===== src/rtl/qpix_cfg_pkg.sv =====
// Shared definitions for the QPix configuration-write sequencer.
// Holds the FSM state encoding, the default word, and build-time timing values.
// SIM values shorten the sclk half-period and the loadData pulse for simulation.
package qpix_cfg_pkg;

  typedef enum logic [2:0] {
    ST_IDLE     = 3'd0,
    ST_SHIFT_LO = 3'd1,
    ST_SHIFT_HI = 3'd2,
    ST_GAP      = 3'd3,
    ST_LOAD     = 3'd4
  } state_t;

  localparam int unsigned       CFG_WORD_W   = 32;
  localparam logic [31:0]       CFG_DEF_DATA = 32'h0000_0000;

  // 50 MHz system clock: 25 cycles per sclk half-period, 5000 cycles = 100 us
  localparam int unsigned CLK_DIV_SYN  = 25;
  localparam int unsigned LOAD_CYC_SYN = 5000;
  localparam int unsigned CLK_DIV_SIM  = 2;
  localparam int unsigned LOAD_CYC_SIM = 8;

  function automatic int unsigned max2(input int unsigned a, input int unsigned b);
    return (a > b) ? a : b;
  endfunction

  // Counter width able to hold n-1; never narrower than one bit
  function automatic int unsigned cnt_w(input int unsigned n);
    return (n < 2) ? 1 : $clog2(n);
  endfunction

endpackage


===== src/rtl/qpix_phase_timer.sv =====
// Loadable down-counter with a terminal-count strobe.
// tc_o is high while the count sits at zero; the count holds at zero (no wrap).
// Loading value V gives V+1 cycles from the load edge to the edge that sees tc_o.
module qpix_phase_timer #(
  parameter int unsigned CNT_W = 5
) (
  input  logic             clk,
  input  logic             rst,
  input  logic             load_i,
  input  logic [CNT_W-1:0] load_val_i,
  output logic             tc_o
);

  logic [CNT_W-1:0] cnt_q;

  // Reload on request, otherwise count down and park at zero
  always_ff @(posedge clk) begin
    if (rst) begin
      cnt_q <= '0;
    end else if (load_i) begin
      cnt_q <= load_val_i;
    end else if (cnt_q != '0) begin
      cnt_q <= cnt_q - CNT_W'(1);
    end
  end

  assign tc_o = (cnt_q == '0);

endmodule


===== src/rtl/qpix_cfg_sequencer.sv =====
// Sequences one QPix configuration write: latch word, shift it MSB-first on a
// gated sclk, short gap, then a fixed-length loadData pulse. One phase timer
// times both the sclk half-periods and the loadData duration.
module qpix_cfg_sequencer
  import qpix_cfg_pkg::*;
#(
  parameter int unsigned       WORD_W   = CFG_WORD_W,
  parameter int unsigned       CLK_DIV  = CLK_DIV_SYN,
  parameter int unsigned       LOAD_CYC = LOAD_CYC_SYN,
  parameter logic [WORD_W-1:0] DEF_DATA = CFG_DEF_DATA
) (
  input  logic              clk,
  input  logic              rst,
  input  logic              start,
  input  logic              load_only,
  input  logic              sel_def,
  input  logic [WORD_W-1:0] cfg_data,
  input  logic [4:0]        asic_sel,
  output logic [4:0]        sel_out,
  output logic              sclk,
  output logic              sdata,
  output logic              load_data,
  output logic              busy,
  output logic              done
);

  localparam int unsigned      CNT_W       = cnt_w(max2(CLK_DIV, LOAD_CYC));
  localparam int unsigned      BIT_W       = cnt_w(WORD_W);
  localparam logic [CNT_W-1:0] DIV_RELOAD  = CNT_W'(CLK_DIV - 1);
  localparam logic [CNT_W-1:0] LOAD_RELOAD = CNT_W'(LOAD_CYC - 1);
  localparam logic [BIT_W-1:0] LAST_BIT    = BIT_W'(WORD_W - 1);

  state_t            state_q;
  logic [WORD_W-1:0] sr_q;
  logic [BIT_W-1:0]  bit_cnt_q;
  logic              start_d_q;
  logic [4:0]        sel_q;
  logic              sclk_q;
  logic              sdata_q;
  logic              load_q;
  logic              busy_q;
  logic              done_q;

  logic              start_edge;
  logic              tc;
  logic              tmr_load;
  logic [CNT_W-1:0]  tmr_val;

  assign start_edge = start & ~start_d_q;

  // Reload the timer on every state transition with the next state's length
  always_comb begin
    tmr_load = 1'b0;
    tmr_val  = DIV_RELOAD;
    case (state_q)
      ST_IDLE: begin
        tmr_load = start_edge;
        if (load_only) tmr_val = LOAD_RELOAD;
      end
      ST_GAP: begin
        tmr_load = tc;
        tmr_val  = LOAD_RELOAD;
      end
      default: tmr_load = tc;
    endcase
  end

  qpix_phase_timer #(
    .CNT_W (CNT_W)
  ) u_timer (
    .clk        (clk),
    .rst        (rst),
    .load_i     (tmr_load),
    .load_val_i (tmr_val),
    .tc_o       (tc)
  );

  // Sequencer FSM with registered sclk/sdata/load_data/busy/done/sel_out.
  // start_d tracks start during reset so a start held through reset is no edge.
  always_ff @(posedge clk) begin
    if (rst) begin
      state_q   <= ST_IDLE;
      start_d_q <= start;
      sr_q      <= '0;
      bit_cnt_q <= '0;
      sel_q     <= '0;
      sclk_q    <= 1'b0;
      sdata_q   <= 1'b0;
      load_q    <= 1'b0;
      busy_q    <= 1'b0;
      done_q    <= 1'b0;
    end else begin
      start_d_q <= start;
      case (state_q)
        ST_IDLE: begin
          if (start_edge) begin
            sr_q      <= sel_def ? DEF_DATA : cfg_data;
            sdata_q   <= sel_def ? DEF_DATA[WORD_W-1] : cfg_data[WORD_W-1];
            sel_q     <= asic_sel;
            bit_cnt_q <= '0;
            sclk_q    <= 1'b0;
            busy_q    <= 1'b1;
            done_q    <= 1'b0;
            if (load_only) begin
              state_q <= ST_LOAD;
              load_q  <= 1'b1;
            end else begin
              state_q <= ST_SHIFT_LO;
            end
          end
        end
        ST_SHIFT_LO: begin
          if (tc) begin
            sclk_q  <= 1'b1;
            state_q <= ST_SHIFT_HI;
          end
        end
        ST_SHIFT_HI: begin
          if (tc) begin
            sclk_q <= 1'b0;
            if (bit_cnt_q == LAST_BIT) begin
              sdata_q <= 1'b0;
              state_q <= ST_GAP;
            end else begin
              bit_cnt_q <= bit_cnt_q + BIT_W'(1);
              // Rotate: next bit comes out of position WORD_W-2
              sr_q      <= {sr_q[WORD_W-2:0], sr_q[WORD_W-1]};
              sdata_q   <= sr_q[WORD_W-2];
              state_q   <= ST_SHIFT_LO;
            end
          end
        end
        ST_GAP: begin
          if (tc) begin
            load_q  <= 1'b1;
            state_q <= ST_LOAD;
          end
        end
        ST_LOAD: begin
          if (tc) begin
            load_q  <= 1'b0;
            busy_q  <= 1'b0;
            done_q  <= 1'b1;
            state_q <= ST_IDLE;
          end
        end
        default: state_q <= ST_IDLE;
      endcase
    end
  end

  assign sel_out   = sel_q;
  assign sclk      = sclk_q;
  assign sdata     = sdata_q;
  assign load_data = load_q;
  assign busy      = busy_q;
  assign done      = done_q;

endmodule

===== config.mk =====
export PLATFORM = sky130hd
export DESIGN_NAME = qpix_cfg_sequencer
export DESIGN_NICKNAME = d
export VERILOG_FILES = /design/src/rtl/qpix_cfg_pkg.sv /design/src/rtl/qpix_phase_timer.sv /design/src/rtl/qpix_cfg_sequencer.sv
export SDC_FILE = /design/constraint.sdc
export NUM_CORES = 1
export LEC_CHECK = 0
export ABC_AREA = 0
export ABC_CLOCK_PERIOD_IN_PS = 4500
export CAP_MARGIN = 20
export CELL_PAD_IN_SITES_DETAIL_PLACEMENT = 2
export CELL_PAD_IN_SITES_GLOBAL_PLACEMENT = 2
export CORE_MARGIN = 2
export CORE_UTILIZATION = 35
export CTS_BUF_LIST = sky130_fd_sc_hd__clkbuf_2 sky130_fd_sc_hd__clkbuf_4 sky130_fd_sc_hd__clkbuf_8
export CTS_CLUSTER_DIAMETER = 200
export DETAILED_ROUTE_END_ITERATION = 16
export PLACE_DENSITY = 0.92
export REMOVE_ABC_BUFFERS = 1
export SLEW_MARGIN = 20
export SYNTH_ARGS = -nofsm -noshare
export SYNTH_HDL_FRONTEND = slang
export SYNTH_SLANG_ARGS = --single-unit

===== constraint.sdc =====
create_clock -name clk -period 4.5 [get_ports clk]
set_input_delay 1.35 -clock clk [delete_from_list [all_inputs] [get_ports clk]]
set_output_delay 1.35 -clock clk [all_outputs]
set_load 0.05 [all_outputs]

# Word-level counts from Yosys, hierarchy flattened
# Index checks and enable logic that the tools add are counted.
# totals
register_bits,64
latch_bits,0
mem_bits_rw,0
rom_bits,0
inputBits,42
output_inout_bits,10
elab_cells,79
memories,0
# op_classes
add_sub_neg,2
multipliers,0
div_mod_pow,0
order_cmp,0
n_eq_ne,12
shift,0
mux,37
bitwise,2
reduce_logical,15
# op_table
operator,count
2-to-1 mux 32 bit,4
one-hot mux 32 bit (2 select lines),1
2-to-1 mux 13 bit,3
one-hot mux 13 bit (2 select lines),1
2-to-1 mux 3 bit,6
2-to-1 mux 5 bit,3
one-hot mux 3 bit (5 select lines),1
!= test 2 bit (second input constant),7
zero test 13 bit,1
nonzero test 13 bit,1
subtractor 13 x 1 -> 13 bit (second input constant),1
2-to-1 mux 1 bit,11
one-hot mux 5 bit (2 select lines),1
AND reduction 5 bit,2
AND reduction 4 bit,2
== test 3 x 2 -> 1 bit (second input constant),2
one-hot mux 1 bit (2 select lines),3
one-hot mux 1 bit (3 select lines),2
AND reduction 3 bit,2
nonzero test 2 bit,3
nonzero test 3 bit,2
adder 5 x 1 -> 5 bit (second input constant),1
== test 5 bit (second input constant),1
== test 3 x 1 -> 1 bit (second input constant),1
other kinds (6),6

# Longest topological paths before layout
# Gate-level depths: netlist (run 1).
# logic_depth
ltp_word,4
ltp_mapped,9

# Hierarchy
# From an unflattened synthesis (run 1), not the netlist that was laid out.
# hier_totals
cells_unflattened,448
area_unflattened_um2,3828.7
# by_module_without_submodules
mod,n_inst,cells_each,area_each_um2
qpix_cfg_sequencer,1,358,3065.4
qpix_phase_timer,1,90,763.2

# Least setup slack after synthesis (run 1)
# Ideal clock, no wire load.
# synth_path
path_kind,input to register
from,input port start
to,register u_timer.cnt_q[3]
setup_ns,0.143
t_arrival_ns,2.460
t_required_ns,4.357
setup_slack_ns,1.896
stages,6
n_path_buf,1
cell_sequence,nor2b_1 nand2_1 buf_2 a221o_1 o21ai_0 a311oi_1
# synth_via
elab_chain_cells,3
word_cells_on_any_way,4
classes_between,mux: 2; bitwise: 1; reduce/logical: 1
# synth_rtl
item,line,rtl
"start, declared",qpix_cfg_sequencer.sv:14,"input logic start,"
bitwise AND 1 bit *,qpix_cfg_sequencer.sv:49,assign start_edge = start & ~start_d_q;
2-to-1 mux 1 bit *,qpix_cfg_sequencer.sv:55,case (state_q)
2-to-1 mux 13 bit / nonzero test 2 bit (equally long branches),-,
"end signal, assigned",qpix_phase_timer.sv:21,cnt_q <= load_val_i;
"end signal, assigned",qpix_phase_timer.sv:23,cnt_q <= cnt_q - CNT_W'(1);
"end, declared",qpix_phase_timer.sv:14,logic [CNT_W-1:0] cnt_q;
# Every way passes the cells marked *; elsewhere a longest branch is shown, timed or not.
# A chain may end at the register's enable or synchronous reset.

# Final worst setup path (run 1)
# layout_path
from,input port start
to,register sr_q[6]
# layout_via
elab_chain_cells,3
# layout_rtl
item,line,rtl
bitwise AND 1 bit,qpix_cfg_sequencer.sv:49,
!= test 2 bit (no source line),-,
AND reduction 4 bit (no source line),-,
"end signal, assigned",qpix_cfg_sequencer.sv:97,sr_q <= sel_def ? DEF_DATA : cfg_data;
"end signal, assigned",qpix_cfg_sequencer.sv:127,"sr_q <= {sr_q[WORD_W-2:0], sr_q[WORD_W-1]};"
"end, declared",qpix_cfg_sequencer.sv:34,logic [WORD_W-1:0] sr_q;
# Every way passes these cells.

==> results of run 1 <==
layout make-up:
type / count / area [µm²] / share of cell area (%)
multi-input combinational: 270 / 1670 / 43.0
tap: 108 / 135 / 3.47
inverter: 4 / 15.0 / 0.385
timing repair buffer: 57 / 551 / 14.1
clock inverter: 4 / 75.1 / 1.93
clock buffer: 12 / 165 / 4.24
sequential: 64 / 1280 / 32.9
power groups by stage:
stage / Sequential [mW] / Clock, mW / Combinational, mW
2_1_floorplan: 0.862 / 0 / 0.625
3_3_place_gp: 0.842 / 0 / 0.891
3_5_place_dp: 0.855 / 0 / 0.953
4_1_cts: 0.848 / 0.610 / 0.986
5_1_grt: 0.867 / 0.631 / 1.08
6_report: 0.848 / 0.600 / 0.974
sequential cells by signal, summed over array words and instances (netlist names):
| signal | cells |
|---|---|
| sdata | 1 |
| sr_q | 32 |
| state_q | 3 |
| busy | 1 |
| sclk | 1 |
| u_timer.cnt_q | 13 |
| start_d_q | 1 |
| load_data | 1 |
| sel_out | 5 |
| done | 1 |
| bit_cnt_q | 5 |
cells in the mapped netlist, types with 2 or more instances:
library cell	n
dfxtp_1	64
nor2_1	44
nor3_1	42
a211oi_1	36
nor3b_1	35
nand2_1	26
a21oi_1	22
clkbuf_1	18
nand3_1	8
buf_6	7
xnor2_1	6
o21ai_0	5
ha_1	4
inv_1	4
xor2_1	4
a31oi_1	3
nand2b_1	3
nor4_1	3
a21o_1	2
a221o_1	2
and4_1	2
buf_2	2
nand3b_1	2
nand4_1	2
o21a_1	2
per-layer routing:
layer	track usage, %	up-vias	part of all wire [%]
met3	4.89	13	2.9
met1	25.7	1461	43
met4	4.74	0	1.6
met5	0	-	0
met2	40.3	60	52
li1	-	1406	-
kinds of logic after synthesis:
logic type                 synth area share, %
adders and majority gates                 1.60
muxes                                    0.681
xor gates and xnor gates                  2.80
buffers and inverters                     5.60
AOI/OAI and AO/OA                         17.3
DFF                                       41.0
and+or+nand+nor                           31.0
worst reg2reg max path, stage by stage (launching register included):
cell	delay (ns)
dfxtp_1	0.50
nor3_1	0.60
nand2_1	0.44
o31a_1	0.22
buf_4	0.25
a211oi_1	0.35
nor3_1	0.11
through the flow:
stage,util [%],cell area (µm²)
floorplan,-,2970
global placement,42.1,3660
finish,44.9,3900
detailed placement,42.1,3660
global route,44.9,3900
CTS,44.9,3900
worst max path at each step:
stage                                 start               endpoint  depth (start not counted)
CTS                                   start   sr_q[6]$_SDFFE_PP0P_                          7
detailed placement                    start   sr_q[6]$_SDFFE_PP0P_                          7
finish                                start   sr_q[6]$_SDFFE_PP0P_                          7
floorplan           state_q[1]$_SDFFE_PP0P_  sr_q[31]$_SDFFE_PP0P_                          4
global placement                      start  sr_q[31]$_SDFFE_PP0P_                          7
global route                          start   sr_q[6]$_SDFFE_PP0P_                          7
==> results.json, run 1 <==
{
  "hold_ws_ns": 0.469,
  "rsz0062_at_grt": "false",
  "slew_headroom_pct": 38.3,
  "fin_skew_ns": 0.0120,
  "synth_area_leader_cell": "dfxtp_1",
  "yosysSeqAreaShare_pct": 41.0,
  "holdPathStages": 2,
  "area_delta_synth_final_pct": 24.7,
  "io_pins": 52,
  "ff2ff_path_depth": 6,
  "start_kind": "primary input",
  "r2r_start": "state_q[2]$_SDFFE_PP0P_",
  "required_ns": 4.72,
  "netlist_area_um2": 3130,
  "synthCells": 366,
  "finalPower_mw": 2.42,
  "cts_root_buffer": "clkbuf_8",
  "switching_power_uw": 995,
  "drt_pass1_iterations": 4,
  "fp.dieW_um": 98.5,
  "synth_top_area_share_pct": 41.0,
  "avgSynthCellArea_um2": 8.54,
  "p_clk_share_pct": 24.8,
  "cts_setup_buffers": 0,
  "num-fill-cells": 962,
  "cts_tree": "yes",
  "ys.flop_type": "dfxtp_1",
  "p_comb_share_pct": 40.2,
  "cts_resized": 0,
  "setup_viol": 0,
  "vias": 2940,
  "r2r_setup_slack_ns": 1.89,
  "place_congestion": 0.802,
  "hold_violations": 0,
  "cts_hold_buf": 0,
  "period_needed_ns": 3.36,
  "tns_ns": 0,
  "final.period_utilization_pct": 74.7,
  "grt_pass1_vias": 3281,
  "worst_pin_slew_ns": 0.923,
  "endpoint_kind": "flip-flop",
  "antenna_found_initial": 0,
  "vias_per_cell": 5.66,
  "r2r-end": "sr_q[6]$_SDFFE_PP0P_",
  "max-cap-violations": 0,
  "layout_common_cells": "dfxtp_1 (64), clkdlybuf4s50_1 (50), nor2_1 (44)",
  "core_um2": 8680,
  "netSwitchingFraction_pct": 41.1,
  "drive_above_1_share_pct": 7.79,
  "dieArea_um2": 9700,
  "drc_errors": 0,
  "final_common_cell": "dfxtp_1",
  "async_flop_share_pct": 0,
  "crit_type": "primary input to flip-flop",
  "synth-edff-count": 0,
  "dp.cells": 503,
  "clock-sinks": 64,
  "report.final.slew_viol_count": 0,
  "critical_path_buf_inv_count": 2,
  "vdd_drop_max_mv": 0.157,
  "start_util_pct": 36.0,
  "hold_class": "flip-flop to flip-flop",
  "drt_first_iter_violations": 60,
  "fin_ws_ns": 1.14,
  "wl_um": 10100,
  "cts_buffer_depth": 2,
  "yosysWarnings": 0,
  "path_cells": "clkdlybuf4s50_1 > nor2b_1 > nand2_1 > o31a_1 > buf_4 > a211oi_1 > nor3_1",
  "hold_end": "sel_out[4]$_SDFFE_PP0P_",
  "critPathMaxFanout": 35,
  "diodes": 0,
  "grt_max_degree": 70,
  "overflow": 0,
  "ys_top_cells_by_area": "dfxtp_1 (41%), a211oi_1 (8.6%), nor3b_1 (8.4%)",
  "grtUsageTotal_pct": 21.8,
  "critPathMaxStageDelay_ns": 0.49,
  "dp_hpwl_um": 6410,
  "status": "finished clean",
  "clkLatencyLatePin_ns": 0.35,
  "cp.arrival_ns": 3.58,
  "cp_top_family": "simple AND/OR/NAND/NOR gates",
  "seqPwrFrac_pct": 35.0,
  "die_h_um": 98.5,
  "p_leak_nw": 1.32,
  "max_freq_mhz": 297,
  "drt.antenna.violating_nets": 0,
  "cts.clk_slew.worst_paths_ns": 0.08,
  "rows": 34,
  "powerDensity_nw_per_um2": 622,
  "wl_per_cell_um": 19.5,
  "p_int_mw": 1.43,
  "grt_pass1_wl_um": 17100,
  "final_cells": 519,
  "cp_slowest_cell": "clkdlybuf4s50_1",
  "cts_made_buffers": 9,
  "holdCritStartpoint": "sel_out[4]$_SDFFE_PP0P_",
  "cts-htree-levels": 3,
  "final_nets": 452,
  "yosysUniqueCellTypes": 43,
  "dp_slack_ns": 0.807,
  "yosys_register_bits": 64,
  "numPortBuffers": 51
}
(Power assumes the default switching activity.)
==> run 2: changes to the inputs <==
--- a/config.mk
+++ b/config.mk
@@ -6,16 +6,16 @@
 export NUM_CORES = 1
 export LEC_CHECK = 0
 export ABC_AREA = 0
-export ABC_CLOCK_PERIOD_IN_PS = 4500
+export ABC_CLOCK_PERIOD_IN_PS = 2950
 export CAP_MARGIN = 20
 export CELL_PAD_IN_SITES_DETAIL_PLACEMENT = 2
 export CELL_PAD_IN_SITES_GLOBAL_PLACEMENT = 2
 export CORE_MARGIN = 2
-export CORE_UTILIZATION = 35
+export CORE_UTILIZATION = 30
 export CTS_BUF_LIST = sky130_fd_sc_hd__clkbuf_2 sky130_fd_sc_hd__clkbuf_4 sky130_fd_sc_hd__clkbuf_8
 export CTS_CLUSTER_DIAMETER = 200
 export DETAILED_ROUTE_END_ITERATION = 16
-export PLACE_DENSITY = 0.92
+export PLACE_DENSITY = 0.85
 export REMOVE_ABC_BUFFERS = 1
 export SLEW_MARGIN = 20
 export SYNTH_ARGS = -nofsm -noshare
==> constraint.sdc (replaced) <==
create_clock -name clk -period 2.95 [get_ports clk]
set_input_delay 0.885 -clock clk [delete_from_list [all_inputs] [get_ports clk]]
set_output_delay 0.885 -clock clk [all_outputs]
set_load 0.05 [all_outputs]
==> run 2 against run 1 <==
Worst hold slack got worse by 0.0021 ns. Combinational power increased by 57%. First-iteration DRC count increased by 45%. Sequential share of layout area decreased by 0.56 points. Design area increased by 1.7%. Via count decreased by 0.85%. Register-to-register slack got worse by 1.4 ns. Sequential power increased by 53%. Setup slack got worse by 0.69 ns. Cell count increased by 6.6%. Highest routed layer unchanged.
==> results.json, run 2 (synthesized netlist as in run 1, its figures left out) <==
{
  "worst-path-stages": 8,
  "regMostFlops": "sr_q",
  "cp.arrival_ns": 2.71,
  "drc_errors": 0,
  "wl_met2_um": 4670,
  "fin_ws_ns": 0.449,
  "rows": 37,
  "cts_buffer_depth": 2,
  "hold_ws_ns": 0.467,
  "largestRegisters": "sr_q x32, u_timer.cnt_q x13",
  "diodes": 0,
  "drt_pass1_iterations": 4,
  "area_delta_synth_final_pct": 26.8,
  "status": "finished clean",
  "dr_wl_met3_um": 263,
  "hold_class": "flip-flop to flip-flop",
  "num-fill-cells": 1153,
  "cts-htree-levels": 3,
  "register_area_um2": 1280,
  "drt_first_iter_violations": 87,
  "met1Wirelength_um": 4320,
  "grt_pass1_wl_um": 15900,
  "grtUsageTotal_pct": 18.0,
  "slew_headroom_pct": 48.5,
  "cp_slowest_cell": "o31a_1",
  "die_h_um": 106,
  "p_leak_nw": 1.34,
  "overflow": 0,
  "cts_setup_buffers": 0,
  "numPortBuffers": 51,
  "core_um2": 10200,
  "finalPower_mw": 3.60,
  "largest_reg_flops": 32,
  "clock-sinks": 64,
  "crit_type": "flip-flop to flip-flop",
  "final_common_cell": "dfxtp_1",
  "worst_pin_slew_ns": 0.765,
  "powerDensity_nw_per_um2": 908,
  "period_needed_ns": 2.50,
  "fin_skew_ns": 0.0105,
  "cts_made_buffers": 9,
  "rsz0062_at_grt": "false",
  "critPathMaxStageDelay_ns": 0.52,
  "critPathMaxFanout": 26,
  "cts_resized": 0,
  "place_congestion": 0.806,
  "dp_hpwl_um": 6430,
  "drt.antenna.violating_nets": 0,
  "path_cells": "inv_1 > ha_1 > nor4b_4 > nand4_4 > o31a_1 > buf_12 > a211oi_1 > nor3_1",
  "grt_pass1_vias": 3132,
  "ff2ff_path_depth": 8,
  "holdPathStages": 2,
  "setup_viol": 0,
  "vias_per_cell": 5.27,
  "antenna_found_initial": 0,
  "utilization_pct": 38.7,
  "tns_ns": 0,
  "grt_max_degree": 54,
  "dp_slack_ns": 0.212,
  "drive_above_1_share_pct": 9.11,
  "endpoint_kind": "flip-flop",
  "layout_common_cells": "dfxtp_1 (64), clkdlybuf4s50_1 (50), nor2_1 (44)",
  "cp_top_family": "compound AO/OA/AOI/OAI gates",
  "fp.dieW_um": 106,
  "cts_hold_buf": 0,
  "wl_um": 9390,
  "multiInputGateArea_um2": 1670,
  "start_kind": "flip-flop",
  "dieArea_um2": 11300,
  "final_nets": 459,
  "max-cap-violations": 0,
  "io_pins": 52,
  "cts_root_buffer": "clkbuf_8",
  "report.final.slew_viol_count": 0,
  "hold_violations": 0,
  "vias": 2915,
  "vdd_drop_max_mv": 0.275,
  "final.period_utilization_pct": 84.8,
  "critical_path_buf_inv_count": 2,
  "cts_tree": "yes",
  "max_freq_mhz": 400,
  "highest_layer": "met4",
  "wl_per_cell_um": 17.0,
  "cts.clk_slew.worst_paths_ns": 0.07,
  "clkLatencyLatePin_ns": 0.35,
  "start_util_pct": 30.5,
  "required_ns": 3.16
}
run 2: cell count changes in the layout (fill, tap and decap cells not counted):
cell        previous run  this run
bufinv_16              2         1
clkinvlp_4             2         1
buf_12                 0         2
buf_4                  6        11
clkinv_2               0         1
clkbuf_8              12        10
clkbuf_4               0         2
run 2: worst paths after layout:
kind | from | end | slack, ns
worst max-delay path | u_timer.cnt_q[0]$_SDFFE_PP0P_ | sr_q[23]$_SDFFE_PP0P_ | 0.45
worst min-delay path | load_data$_SDFFE_PP0P_ | load_data$_SDFFE_PP0P_ | 0.47
worst max register to register | u_timer.cnt_q[0]$_SDFFE_PP0P_ | sr_q[23]$_SDFFE_PP0P_ | 0.45
worst min register to register | load_data$_SDFFE_PP0P_ | load_data$_SDFFE_PP0P_ | 0.47
run 2: worst register-to-register path: cells and delay by family, from the launching register on:
family	cells	cell delay [ns]
compound gates	2	0.79
simple gates	3	0.67
buf+inv	2	0.38
flops	1	0.34
fa+ha+maj	1	0.19
run 2: through the flow:
stage                     instances  cell area (µm²)
final                           553             3960
after global routing            553             3960
after CTS                       553             3960
after detailed placement        538             3770
after global placement          538             3770
after floorplan                 338             2970
run 2: layout make-up:
cell class / instances / share of cell area (%)
timing repair buffer: 64 / 15.8
sequential: 64 / 32.3
multi-input combinational: 270 / 42.2
tap: 136 / 4.29
inverter: 4 / 0.379
clock buffer: 12 / 3.85
clock inverter: 3 / 1.07
run 2: where the power goes:
| part | leakage [nW] | internal, mW | switching, mW |
|---|---|---|---|
| sequential | 0.524 | 1.08 | 0.218 |
| combinational | 0.719 | 0.623 | 0.910 |
| clock | 0.0993 | 0.427 | 0.345 |
| total | 1.34 | 2.13 | 1.47 |
run 2: routing by layer:
metal,global-route usage [%],up-vias
met5,0,-
met1,22.5,1433
met4,5.64,0
met3,3.31,12
met2,31.2,52
li1,-,1418
